==> config.mk <==
export PLATFORM = sky130hd
export DESIGN_NAME = instr_mem_sequencer
export DESIGN_NICKNAME = d
export VERILOG_FILES = /design/src/rtl/instr_mem_sequencer.sv
export SDC_FILE = /design/constraint.sdc
export NUM_CORES = 1
export LEC_CHECK = 0
export ABC_AREA = 1
export CAP_MARGIN = 20
export CORE_ASPECT_RATIO = 0.8
export CORE_UTILIZATION = 38
export DETAILED_ROUTE_END_ITERATION = 8
export PLACE_DENSITY = 0.95
export SLEW_MARGIN = 0
export SYNTH_ARGS = -nofsm -noshare
export SYNTH_HDL_FRONTEND = slang
export SYNTH_SLANG_ARGS = --single-unit
==> constraint.sdc <==
create_clock -name clk -period 2.67 [get_ports clk]
set_clock_uncertainty 0.1 [all_clocks]
set_input_delay 0.534 -clock clk [delete_from_list [all_inputs] [get_ports clk]]
set_output_delay 0.534 -clock clk [all_outputs]
set_load 0.005 [all_outputs]
==> src/rtl/instr_mem_sequencer.sv <==
// Multi-cycle fetch/decode/data/commit sequencer that shares one single-port memory
// between instruction fetch and load/store access, with a request watchdog.
module instr_mem_sequencer #(
  parameter int unsigned           DATA_WIDTH = 32,
  parameter int unsigned           TIMEOUT    = 16,
  parameter logic [DATA_WIDTH-1:0] NOP_INSTR  = 32'h00000013
) (
  input  logic                  clk,
  input  logic                  rst,
  input  logic [DATA_WIDTH-1:0] PC,
  output logic [DATA_WIDTH-1:0] instr,
  input  logic                  dreq_valid,
  input  logic                  dreq_we,
  input  logic [DATA_WIDTH-1:0] dreq_addr,
  input  logic [DATA_WIDTH-1:0] dreq_wdata,
  output logic [DATA_WIDTH-1:0] drdata,
  output logic                  commit,
  output logic                  mem_req,
  output logic                  mem_we,
  output logic [DATA_WIDTH-1:0] mem_addr,
  output logic [DATA_WIDTH-1:0] mem_wdata,
  input  logic                  mem_ack,
  input  logic [DATA_WIDTH-1:0] mem_rdata,
  output logic                  bus_err
);

  localparam int unsigned CNT_W    = (TIMEOUT > 0) ? $clog2(TIMEOUT + 1) : 1;
  localparam int unsigned CNT_LAST = (TIMEOUT > 0) ? TIMEOUT - 1 : 0;

  typedef enum logic [2:0] {
    S_FETCH,
    S_DECODE,
    S_DATA,
    S_COMMIT,
    S_ERR
  } state_e;

  state_e                  state_q,   state_d;
  logic [DATA_WIDTH-1:0]   instr_q,   instr_d;
  logic [DATA_WIDTH-1:0]   drdata_q,  drdata_d;
  logic [CNT_W-1:0]        cnt_q,     cnt_d;
  logic                    commit_q,  commit_d;
  logic                    bus_err_q, bus_err_d;
  logic                    timeout_hit;

  assign timeout_hit = (TIMEOUT != 0) && (cnt_q == CNT_W'(CNT_LAST));

  // Memory-side request; rst abandons any access in the very cycle it is high.
  always_comb begin
    mem_req   = 1'b0;
    mem_we    = 1'b0;
    mem_addr  = '0;
    mem_wdata = '0;
    case (state_q)
      S_FETCH: begin
        mem_req  = 1'b1;
        mem_addr = PC;
      end
      S_DATA: begin
        mem_req   = 1'b1;
        mem_we    = dreq_we;
        mem_addr  = dreq_addr;
        mem_wdata = dreq_wdata;
      end
      default: ;
    endcase
    if (rst) begin
      mem_req = 1'b0;
      mem_we  = 1'b0;
    end
  end

  always_comb begin
    // NOTE: every variable gets a default before the case so no path leaves it unassigned (no latch).
    state_d  = state_q;
    instr_d  = instr_q;
    drdata_d = drdata_q;
    cnt_d    = cnt_q;
    case (state_q)
      S_FETCH, S_DATA: begin
        if (mem_ack) begin
          cnt_d = '0;
          if (state_q == S_FETCH) begin
            instr_d = mem_rdata;
            state_d = S_DECODE;
          end else begin
            if (!dreq_we) drdata_d = mem_rdata;
            state_d = S_COMMIT;
          end
        end else if (timeout_hit) begin
          state_d = S_ERR;
        end else if (TIMEOUT != 0) begin
          cnt_d = cnt_q + 1'b1;
        end
      end
      S_DECODE: begin
        cnt_d   = '0;
        state_d = dreq_valid ? S_DATA : S_COMMIT;
      end
      S_COMMIT: begin
        cnt_d   = '0;
        state_d = S_FETCH;
      end
      default: ;
    endcase
    commit_d  = (state_d == S_COMMIT);
    bus_err_d = (state_d == S_ERR);
  end

  always_ff @(posedge clk) begin
    // NOTE: sequential state uses non-blocking assignments so all flops update from pre-edge values.
    if (rst) begin
      state_q   <= S_FETCH;
      instr_q   <= NOP_INSTR;
      drdata_q  <= '0;
      cnt_q     <= '0;
      commit_q  <= 1'b0;
      bus_err_q <= 1'b0;
    end else begin
      state_q   <= state_d;
      instr_q   <= instr_d;
      drdata_q  <= drdata_d;
      cnt_q     <= cnt_d;
      commit_q  <= commit_d;
      bus_err_q <= bus_err_d;
    end
  end

  assign instr   = instr_q;
  assign drdata  = drdata_q;
  assign commit  = commit_q;
  assign bus_err = bus_err_q;

endmodule

==> impl_results.md <==
- Status: finished, final reports clean
- R2R Path Start: state_q[2]
- Clock Latency Late Sink: 0.31 ns
- Tmin final: 2.60 ns
- CTS clk-pin slew, worst paths: 0.06 ns
- RSZ-0062 raised after global routing: false
- Max Cap Viol: 0
- Kind of critical path: flop to primary output
- Post-synthesis net count: 730
- Max rail drop VDD: 0.000394 V
- Fill count: 779
- Htree depth: 3
- Period utilization: 97.3%
- Reg-to-reg endpoint: instr[1]
- Area of the die: 10400 µm²
- Starting DRT DRC Count: 172
- CP max FO: 33
- Worst R2R Path Depth: 8
- CP max stage cell: clkdlybuf4s50_1
- Clk sinks: 74
- Syn Inst Count: 595
- # DRC: 0
- Post-route setup slack: 0.0728 ns
- DR vias: 4520
- Critical Path AT: 1.96 ns
- Initial Util: 39.3%
- Rows: 32
- Gr ovfl total: 0
- Syn Area/Cell: 6.40 µm²
- CP endpoint kind: primary output
- Number of synthesized flops with an enable pin: 0
- Most common cell after layout, fill and taps aside: clkdlybuf4s50_1
- M2 GR Usage: 47.8%
- Netlist cell types: 20
- Port Buf Inserts: 264
- Bufs and invs on worst path: 3
- Reg2Reg Setup Slack: 0.75 ns
- Max Fclk: 0.385 GHz
- Met3 GRT Util: 9.41%
- Slew Viols, Final: 0
- Main synth FF type: dfxtp_1
- Drt wl/cell: 14.0 µm
- I/O pins: 265
- Synthesized cell area: 3810 µm²
- Placer congestion estimate: 0.848
- Core area: 9690 µm²
- DIE HEIGHT: 91.5 µm
- Yosys warning total: 0
- First-pass iteration count of the detailed router: 4
- Layout cells sized above 1: 7.06%
- WP depth: 7
- Hold crit path type: flop to flop
- Root buffer cell: clkbuf_16
- Most frequent CP cell: nand2_1
- Global-route usage over all layers: 26.3%
- CP max stage delay: 0.56 ns
- Met1 usage: 27.0%
- Hold violation total from the final report: 0
- Hold Buf Count CTS: 0
- CTS Buf Count: 9
- GRT busiest layer: met2
- CTS tree: done
- CP cell instances: inv_2, nand2_2, nor2_4, buf_12, nand2_1, nand2_1, clkdlybuf4s50_1
- Worst setup SP type: flop
- Leakage: 3.14 nW
- Fin util: 71.2%
- Die width: 114 µm
- Commonest non-fill, non-tap cells in the layout: 264 x clkdlybuf4s50_1, 148 x nand2_1, 135 x nor2_1, 74 x inv_1, 73 x dfxtp_1
- Power Density: 495 nW/µm²
- Final-report setup violation count: 0
- Number of antenna violations at the first check in global routing: 1
- Area delta synth->final: 81.0%
- Via/cell ratio: 4.58
- Final ANT Viol Nets: 0
- Vias in the first global route: 4388
- Worst path top cell family by delay: buffers and inverters
- CP startpoint: state_q[2]
- Postcts setup bufs: 0
- Post-synth ARST share: 0%
- Estimated wirelength of the detail-placed design: 10500 µm
- Sequential share of the synthesized area: 38.9%
- Place WS: 0.250 ns
- Seq cells post-synth: 74
- Final nets: 981
- Largest net degree at the start of global routing: 63
- Setup TNS Final: 0 ns
- Total Wirelength: 13800 µm
- Rel. slew slack: 58.6%
- First-pass GRT wire length: 21700 µm
- Worst-margin pin slew: 0.620 ns
- Critical path endpoint: mem_addr[22]
- CTS Buffer Depth: 2
- Critical Path RT: 2.04 ns
-- worst min path at each step --
stage	start	to	cells after the start
2_1_floorplan	cnt_q[1]	cnt_q[1]	2
3_3_place_gp	instr[0]	instr[0]	2
3_5_place_dp	instr[4]	instr[4]	2
4_1_cts	instr[4]	instr[4]	2
5_1_grt	drdata[28]	drdata[28]	2
6_report	instr[4]	instr[4]	2
-- metal layers --
metal	part of all wire, %	vias up	wire length (µm)
met5	0	-	0
met4	3.9	0	538
met3	9.7	28	1340
met2	49	177	6700
met1	38	2010	5220
li1	-	2305	-
-- through the flow --
stage | hold WS, ns | area (µm²) | std cells | total power, mW
final | 0.379 | 6890 | 987 | 3.41
after global routing | 0.424 | 6890 | 987 | 3.56
after CTS | 0.384 | 6880 | 986 | 3.44
after detailed placement | 0.369 | 6540 | 971 | 2.05
after global placement | 0.354 | 6540 | 971 | 2.04
after floorplan | 0.342 | 3810 | 595 | 1.52
-- synth_stat cells (3+ instances only) --
cell        n  area [µm²]
nor2_1    135         507
nand2_1   149         559
o21ai_0    14        70.1
buf_2      15        75.1
inv_2       3        11.3
dfxtp_1    74        1480
nor3_1     13        65.1
nand2_2     3        18.8
buf_6       5        56.3
nand3_1    42         210
clkbuf_1   12        45.0
o21ai_1    22         110
inv_1      75         282
buf_4       4        30.0
nor3_2     20         200
nor2_4      3        33.8
-- timing repair --
action,CTS,global route
gates resized for setup,1,2
endpoints found under the setup margin,22,2
hold endpoints to repair,0,0
-- registers in the layout, summed over array words and instances, names as in the netlist --
register	count
bus_err	1
cnt_q	5
commit	1
drdata	32
instr	32
state_q	3
-- cell type report --
| cell class | count | area [µm²] | share of cell area (%) |
|---|---|---|---|
| Antenna cell | 1 | 2.50 | 0.0363 |
| Tap cell | 136 | 170 | 2.47 |
| Clock inverter | 6 | 115 | 1.67 |
| Clock buffer | 9 | 225 | 3.27 |
| Sequential cell | 74 | 1480 | 21.5 |
| Inverter | 78 | 293 | 4.25 |
| Timing Repair Buffer | 276 | 2770 | 40.2 |
| Multi-Input combinational cell | 407 | 1840 | 26.6 |
-- power by group --
group | internal [mW] | leakage (nW) | switching [mW] | total [mW]
Sequential | 1.17 | 0.605 | 0.0350 | 1.20
Combinational | 0.482 | 2.37 | 0.351 | 0.833
Clock | 0.913 | 0.162 | 0.468 | 1.38
Total | 2.56 | 3.14 | 0.854 | 3.41
-- worst reg2reg max path, stage by stage, from the launching register on --
cell	delay (ns)
dfxtp_1	0.44
inv_2	0.11
nand2_2	0.13
nor2_4	0.05
buf_12	0.17
nand2_4	0.44
inv_1	0.20
nand2_1	0.09
nand3_1	0.06
-- logic make-up after synthesis --
kind of cell    synth area share [%]
simple gates                    42.3
buf+inv                         13.1
flops                           38.9
compound gates                  4.99
fa+ha+maj                      0.657
(Power assumes the default switching activity.)
